**src/rtl/output_layer.sv**
```systemverilog
// Output layer of the ANN: accumulates N_IN serial Q16.16 beats into N_OUT saturating
// MAC neurons, applies bias and ReLU, then scans for the winning class.
//
// state | meaning
// IDLE  | waiting for beat 0 of a frame
// ACC   | accumulating beats 1..N_IN-1
// FIN   | add bias, apply ReLU, arm the argmax scan
// CMP   | compare one neuron per cycle against the running best
// OUT   | publish winner and pulse done
module output_layer #(
    parameter int N_IN  = 2,
    parameter int N_OUT = 2,
    parameter int IDX_W = 1,
    parameter logic [N_OUT*N_IN*32-1:0] WEIGHTS =
        {32'h00030000, 32'hFFFF0000, 32'h00020000, 32'h00010000},
    parameter logic [N_OUT*32-1:0] BIASES = '0
) (
    input  logic             clk,
    input  logic             rst,
    input  logic [31:0]      in_data,
    input  logic             in_valid,
    output logic             in_ready,
    output logic [31:0]      out,
    output logic [IDX_W-1:0] class_idx,
    output logic             done
);

    localparam int BI_W = (N_IN  > 1) ? $clog2(N_IN)  : 1;
    localparam int KW   = (N_OUT > 1) ? $clog2(N_OUT) : 1;

    localparam logic [2:0] S_IDLE = 3'd0;
    localparam logic [2:0] S_ACC  = 3'd1;
    localparam logic [2:0] S_FIN  = 3'd2;
    localparam logic [2:0] S_CMP  = 3'd3;
    localparam logic [2:0] S_OUT  = 3'd4;

    localparam logic signed [31:0] Q_MAX = 32'sh7FFFFFFF;
    localparam logic signed [31:0] Q_MIN = 32'sh80000000;

    function automatic logic signed [31:0] sat_mul(input logic signed [31:0] a,
                                                   input logic signed [31:0] b);
        logic signed [63:0] p;
        p = a * b;
        // result must fit in 48 signed bits before dropping the 16 fraction bits
        if (p[63:47] == {17{p[47]}})
            sat_mul = p[47:16];
        else
            sat_mul = p[63] ? Q_MIN : Q_MAX;
    endfunction

    function automatic logic signed [31:0] sat_add(input logic signed [31:0] a,
                                                   input logic signed [31:0] b);
        logic signed [32:0] s;
        s = {a[31], a} + {b[31], b};
        if (s[32] != s[31])
            sat_add = s[32] ? Q_MIN : Q_MAX;
        else
            sat_add = s[31:0];
    endfunction

    function automatic logic signed [31:0] relu(input logic signed [31:0] x);
        relu = x[31] ? 32'sd0 : x;
    endfunction

    logic [2:0]             state;
    logic [BI_W-1:0]        cnt;
    logic [KW-1:0]          k;
    logic signed [31:0]     acc [N_OUT];
    logic signed [31:0]     best_val;
    logic [IDX_W-1:0]       best_idx;

    logic signed [31:0]     w_tab [N_OUT][N_IN];
    logic signed [31:0]     b_tab [N_OUT];
    logic signed [31:0]     term  [N_OUT];

    for (genvar j = 0; j < N_OUT; j++) begin : g_neuron
        for (genvar i = 0; i < N_IN; i++) begin : g_beat
            assign w_tab[j][i] = WEIGHTS[(j*N_IN+i)*32 +: 32];
        end
        assign b_tab[j] = BIASES[j*32 +: 32];
    end

    // cnt is held at 0 outside a frame, so IDLE picks column 0 of the weights
    always_comb begin
        for (int j = 0; j < N_OUT; j++) begin
            term[j] = sat_mul($signed(in_data), w_tab[j][cnt]);
        end
    end

    assign in_ready = (state == S_IDLE) || (state == S_ACC);

    always_ff @(posedge clk) begin
        if (!rst) begin
            state     <= S_IDLE;
            cnt       <= '0;
            k         <= '0;
            best_val  <= '0;
            best_idx  <= '0;
            out       <= '0;
            class_idx <= '0;
            done      <= 1'b0;
            for (int j = 0; j < N_OUT; j++) acc[j] <= '0;
        end else begin
            done <= 1'b0;
            case (state)
                S_IDLE: begin
                    if (in_valid) begin
                        for (int j = 0; j < N_OUT; j++) acc[j] <= term[j];
                        if (N_IN == 1) begin
                            cnt   <= '0;
                            state <= S_FIN;
                        end else begin
                            cnt   <= BI_W'(1);
                            state <= S_ACC;
                        end
                    end
                end
                S_ACC: begin
                    if (in_valid) begin
                        for (int j = 0; j < N_OUT; j++) acc[j] <= sat_add(acc[j], term[j]);
                        if (cnt == BI_W'(N_IN - 1)) begin
                            cnt   <= '0;
                            state <= S_FIN;
                        end else begin
                            cnt <= cnt + BI_W'(1);
                        end
                    end
                end
                S_FIN: begin
                    for (int j = 0; j < N_OUT; j++) acc[j] <= relu(sat_add(acc[j], b_tab[j]));
                    best_val <= Q_MIN;
                    best_idx <= '0;
                    k        <= '0;
                    state    <= S_CMP;
                end
                S_CMP: begin
                    // strict compare keeps the lower index on ties
                    if (acc[k] > best_val) begin
                        best_val <= acc[k];
                        best_idx <= IDX_W'(k);
                    end
                    if (k == KW'(N_OUT - 1)) begin
                        k     <= '0;
                        state <= S_OUT;
                    end else begin
                        k <= k + KW'(1);
                    end
                end
                S_OUT: begin
                    out       <= best_val;
                    class_idx <= best_idx;
                    done      <= 1'b1;
                    state     <= S_IDLE;
                end
                default: state <= S_IDLE;
            endcase
        end
    end

endmodule

```
**config.mk**
```make
export PLATFORM = sky130hd
export DESIGN_NAME = output_layer
export DESIGN_NICKNAME = d
export VERILOG_FILES = /design/src/rtl/output_layer.sv
export SDC_FILE = /design/constraint.sdc
export NUM_CORES = 1
export LEC_CHECK = 0
export BUFFER_PORTS_ARGS = -buffer_cell sky130_fd_sc_hd__buf_2
export CORE_MARGIN = 2
export CORE_UTILIZATION = 60
export DETAILED_ROUTE_END_ITERATION = 16
export HOLD_SLACK_MARGIN = 0.15
export PLACE_DENSITY = 0.84
export RECOVER_POWER = 50
export SYNTH_ARGS = -nofsm -noshare
export SYNTH_HDL_FRONTEND = slang
export SYNTH_SLANG_ARGS = --single-unit
```
**constraint.sdc**
```tcl
create_clock -name clk -period 15.43 [get_ports clk]
set_input_delay 1.543 -clock clk [delete_from_list [all_inputs] [get_ports clk]]
set_output_delay 1.543 -clock clk [all_outputs]
set_load 0.02 [all_outputs]
```
==> results of run 1 <==
## Yosys cell counts (8+ instances only)
cell type    n  area share
o22ai_1     12      0.0025
nand4_1     38      0.0079
nand3_1     31      0.0052
nor4_1      29      0.0060
buf_1        9      0.0011
nand2_1    326       0.041
a21oi_1    184       0.031
xor2_1      52       0.015
xnor2_1     86       0.025
a221o_1     12      0.0040
or3_1       12      0.0025
o21bai_1    17      0.0043
mux2i_1     43       0.014
nor2_1     151       0.019
a31oi_1     16      0.0033
and4_1       8      0.0023
o211ai_1    40       0.010
fa_1       362        0.24
a21o_1      99       0.025
nand2b_1    31      0.0065
and3_1      15      0.0031
ha_1       479        0.20
buf_2        8      0.0013
o21ai_0    185       0.031
a211o_1     29      0.0085
and2_1      16      0.0033
mux2_2      31       0.012
or2_2       10      0.0021
edfxtp_1    64       0.064
dfxtp_1     73       0.049
nor3_1      32      0.0053
o21a_1      34      0.0085
o31ai_1     14      0.0035
clkbuf_1   110       0.014
a211oi_1    22      0.0055
inv_1      597       0.075
nor2b_1     31      0.0065
## state kept, by name (all words and copies together), names as in the netlist, named ones only
signal,cells
state,3
cnt,1
out,32
done,1
best_idx,1
class_idx,1
k,1
acc,64
best_val,32
## worst min-delay path, delay by kind of cell, from the launching register on
family / cells / cell delay [ps]
compound gates: 1 / 50
simple gates: 1 / 50
flops: 1 / 310
## per-layer routing
layer  global-route usage  routed length (µm)
met1                0.427               33500
met2                0.502               36800
met3               0.0393                5700
met4                0.127                3470
met5                    0                   0
## logic make-up (layout without fill, tap and decap cells)
kind of cell               after synthesis  count (layout)
xor gates and xnor gates               139             139
adders and majority gates              843             843
muxes                                   74              74
AOI/OAI and AO/OA                      764             764
other                                    2              37
buffers and inverters                  731             720
DFF                                    137             137
and+or+nand+nor                        753             753
## worst paths after layout
path | from | endpoint | slack [ps] | depth (start not counted)
worst max-delay path | in_data[17] | acc[1][17]$_SDFFCE_PP0P_ | 1400 | 41
worst min-delay path | out[8]$_SDFFE_PN0P_ | out[8]$_SDFFE_PN0P_ | 450 | 2
worst max register to register | cnt$_SDFFE_PN0P_ | acc[1][17]$_SDFFCE_PP0P_ | 1740 | 41
worst min register to register | out[8]$_SDFFE_PN0P_ | out[8]$_SDFFE_PN0P_ | 450 | 2
## metrics by stage
stage	hold WS (ps)	setup slack (ps)	instances
finish	454	1400	4131
CTS	454	1680	4131
floorplan	432	3080	3478
global route	470	719	4131
detailed placement	444	1350	4099
global placement	440	1700	4099
## cell type report
type	count	area share
multi-input cells	2610	0.761
flip-flops and latches	137	0.107
inverters	597	0.0711
well taps	664	0.0264
repair buffers	91	0.0145
clock buffers	17	0.0135
clock inverters	15	0.00607
## placed cells by master (no fill, tap or decap), types with 22 or more instances in the layout
cell type / n
o21a_1: 34
a211oi_1: 22
nand2_1: 326
mux2_2: 31
dfxtp_1: 72
nor2_1: 149
fa_1: 362
nor2b_1: 31
mux2i_1: 43
a211o_1: 29
nand4_1: 38
buf_2: 33
a21oi_1: 184
inv_1: 596
nor4_1: 29
o21ai_0: 184
a21o_1: 99
nand2b_1: 31
clkbuf_1: 38
nand3_1: 31
ha_1: 479
edfxtp_1: 64
o211ai_1: 40
xnor2_1: 86
conb_1: 37
nor3_1: 32
xor2_1: 52
==> flow_summary_export.csv, run 1 <==
group,metric,value,unit
logic_synthesis,ys_types,89,
logic_synthesis,synthArstFlopShare,0,
drt,wl,79.4,mm
hold_path,hold_path.class,"reg -> reg",
run,max_cap_violations,3,
drt,drtPass1Iterations,7,
placed_design,placed_area,31000,µm²
logic_synthesis,yosys.area_share.simple,0.117,
logic_synthesis,synth_adder_area_share,0.442,
final_layout,utilization,0.641,
final_layout,multi_input_area,24000,µm²
logic_synthesis,ys_ff_latch,137,
drt,dr_total_vias,24800,
timing,rsz0062_at_grt,"no",
die,start_util,0.611,
logic_synthesis,syn_inst,3443,
drt,wl_per_cell,19.2,µm
cts,hold_buffers,0,
logic_synthesis,syn-cell-area,30000,µm²
global_route,antenna_found_initial,0,
logic_synthesis,synth-edff-count,64,
global_route,track_usage,0.312,
final_layout,regArea,3380,µm²
drt,viasPerCell,6.01,
placed_design,gp_congestion,1.01,
timing,finalSetupTns,0,ps
run_status,violations,"capacitance limit, slew limit",
setup_path,critPathMaxStageDelay,670,ps
global_route,grt_pass1_vias,24600,
timing,clock_skew,14.6,ps
logic_synthesis,synth_compound_area_frac,0.168,
global_route,grt_overflow,0,
timing,final_hold_viol_count,0,
logic_synthesis,synth-xor-area-share,0.0410,
cts,clockRootBuffer,"clkbuf_16",
final_layout,fin_nets,4330,
timing,maxSlewViolCount,84,
setup_path,end_kind,"flip-flop",
cts,clk_pin_slew,70,ps
setup_path,cp_slowest_cell,"nand2_1",
logic_synthesis,avgSynthCellArea,8.72,µm²
final_layout,antennaDiodeCount,0,
final_layout,fillers,4060,
cts,post_cts_buffers,0,
die,die-width,228,µm
setup_path,cp_max_fo,24,
timing,relSlewSlack,-0.856,
cts,clk_latency,440,ps
setup_path,cp.required,15620,ps
setup_path,path_buf_inv,8,
cts,postCtsResizedCells,0,
setup_path,critPathKind,"in -> reg",
timing,fin_crit,14030,ps
setup_path,cp.arrival,14210,ps
drt,ant_nets,0,
cts,htree_levels,4,
cts,tritoncts,"built",
logic_synthesis,synth_top_family_by_area,"adder cells",
global_route,grt_pass1_wl,128,mm
timing,setup_viol,0,
final_layout,area_growth,4.98,%
final_layout,fin_area,31500,µm²
global_route,grt_max_degree,62,
logic_synthesis,ys_seq_area_frac,0.113,
final_layout,drive_above_1_share,0.0450,
drt,drtIter0Drc,2488,
logic_synthesis,synthMuxAreaShare,0.0260,
timing,finalCritPeriodShare,0.909,
timing,fmax,71.3,MHz
cts,cts.sinks,137,
placed_design,dp_hpwl,66.5,mm
cts,cts_buffers,17,
placed_design,port_buffers,69,
timing,worstMarginPinSlew,2760,ps
die,core,49200,µm²
setup_path,critPathLaunchType,"primary input",
die,dieHeight,228,µm
run_status,status,"complete, but fails checks",
logic_synthesis,ys.flop_type,"dfxtp_1",
logic_synthesis,yosysWarnings,0,
die,die-area,51800,µm²
drt,drc,0,
cts,cts_buffer_depth,2,
die,rows,81,
setup_path,crit_family,"adder cells",
die,io_pins,70,
Power of run 1 is not shown: default switching activity piles up to over one toggle a cycle in this logic, so the estimate is an artifact.
==> inputs of run 2 (changes only) <==
Settings changed: REMOVE_ABC_BUFFERS from default to 1.
==> run 2 against run 1 <==
The flow still finishes with violations (capacitance limit, slew limit). Maximum frequency fell by 0.23%. Sequential share of layout area hardly changed. Utilization down 0.092 points. Final area shrank 0.14%. Critical path type unchanged. Highest routed layer unchanged.
==> flow_summary_export.csv, run 2 (synthesis results as in run 1) <==
group,metric,value,unit
timing,worstMarginPinSlew,2000,ps
drt,route.met2.wl,36.5,mm
setup_path,worst_r2r_endpoint,"acc[1][29]$_SDFFCE_PP0P_",
drt,top_layer,"met4",
timing,rsz0062_at_grt,"no",
global_route,grt_overflow,0,
final_layout,utilization,0.640,
cts,clk_pin_slew,70,ps
drt,viasPerCell,5.98,
final_layout,area_growth,4.83,%
placed_design,gp_congestion,0.973,
global_route,grt_pass1_vias,24500,
cts,clockRootBuffer,"clkbuf_16",
cts,clk_latency,440,ps
run,max_cap_violations,3,
final_layout,final-instance-count-excl-fill,4131,
die,io_pins,70,
final_layout,regArea,3380,µm²
timing,finalCritPeriodShare,0.911,
cts,cts_buffer_depth,2,
die,die-area,51800,µm²
placed_design,port_buffers,69,
placed_design,dp_cells,4098,
timing,maxSlewViolCount,99,
global_route,track_usage,0.311,
setup_path,critPathMaxStageDelay,810,ps
timing,final_hold_viol_count,0,
run_status,status,"complete, but fails checks",
cts,htree_levels,4,
hold_path,hp-start,"best_idx$_SDFFE_PN0P_",
timing,relSlewSlack,-0.332,
placed_design,preCtsSetupSlack,1130,ps
global_route,grt_max_degree,47,
drt,ant_nets,0,
hold_path,hold_path.class,"reg -> reg",
timing,setup_viol,0,
placed_design,dp_hpwl,65.6,mm
drt,drtPass1Iterations,6,
final_layout,top_register,"acc",
drt,drtIter0Drc,2302,
drt,dr_total_vias,24700,
final_layout,top_regs,"acc x64, best_val x32, out x32",
drt,drt-met1-wl,33.7,mm
die,start_util,0.611,
cts,cts_buffers,17,
hold_path,hold_end,"class_idx$_SDFFE_PN0P_",
drt,met3_length,5.05,mm
hold_path,hold_depth,2,
global_route,antenna_found_initial,0,
cts,hold_buffers,0,
timing,fin_ws,1370,ps
drt,wl_per_cell,19.1,µm
setup_path,end_kind,"flip-flop",
final_layout,multi_input_area,24000,µm²
global_route,grt_pass1_wl,127,mm
final_layout,fin_nets,4329,
setup_path,rrSetupSlack,1490,ps
final_layout,largest_reg_flops,64,
final_layout,final_common_cell,"inv_1",
die,dieHeight,228,µm
cts,postCtsResizedCells,0,
timing,fin_crit,14060,ps
run_status,violations,"capacitance limit, slew limit",
setup_path,cp_slowest_cell,"a21o_1",
setup_path,critPathKind,"in -> reg",
die,core,49200,µm²
setup_path,cp_max_fo,28,
cts,tritoncts,"built",
drt,drc,0,
setup_path,reg2reg_from,"cnt$_SDFFE_PN0P_",
setup_path,r2r_cells,41,
setup_path,critPathLaunchType,"primary input",
setup_path,cp.required,15610,ps
final_layout,fillers,4062,
drt,wl,78.9,mm
final_layout,final_cell_mix,"596 x inv_1, 479 x ha_1, 362 x fa_1",
cts,cts.sinks,137,
cts,post_cts_buffers,0,
die,rows,81,
die,die-width,228,µm
timing,finalSetupTns,0,ps
timing,clock_skew,12.0,ps
timing,fmax,71.1,MHz
setup_path,cp.arrival,14240,ps
final_layout,drive_above_1_share,0.0441,
run 2: metal layers:
layer	track usage	vias up
met4	0.135	0
met1	0.422	11800
li1	-	11600
met5	0	-
met2	0.505	1036
met3	0.0342	175
run 2: worst max path at each step:
stage	startpoint	endpoint	slack (ps)	cells past startpoint
6_report	in_data[17]	acc[1][29]$_SDFFCE_PP0P_	1370	40
5_1_grt	in_data[17]	acc[1][29]$_SDFFCE_PP0P_	570	41
4_1_cts	in_data[17]	acc[1][29]$_SDFFCE_PP0P_	1570	40
3_5_place_dp	in_data[17]	acc[1][29]$_SDFFCE_PP0P_	1130	40
3_3_place_gp	in_data[17]	acc[1][17]$_SDFFCE_PP0P_	1470	41
2_1_floorplan	cnt$_SDFFE_PN0P_	acc[1][17]$_SDFFCE_PP0P_	1900	39
run 2: per-stage QoR:
stage	area [µm²]	hold slack, ps
detailed placement	31000	444
finish	31500	454
global route	31500	478
CTS	31500	453
global placement	31000	439
floorplan	29600	432
run 2: layout make-up:
class | instances | area share
multi-input combinational | 2610 | 0.762
sequential | 137 | 0.108
inverter | 597 | 0.0712
tap | 664 | 0.0264
timing repair buffer | 90 | 0.0141
clock buffer | 18 | 0.0140
clock inverter | 14 | 0.00453
antenna | 1 | 0.0000795
run 2: worst max-delay path, delay by kind of cell:
family                     cells  cell delay (ps)
and+or+nand+nor                6             1910
buffers and inverters          8              940
adders and majority gates     10             4390
AOI/OAI and AO/OA             15             5000
muxes                          1              410
Power of run 2 is left out for the same reason.
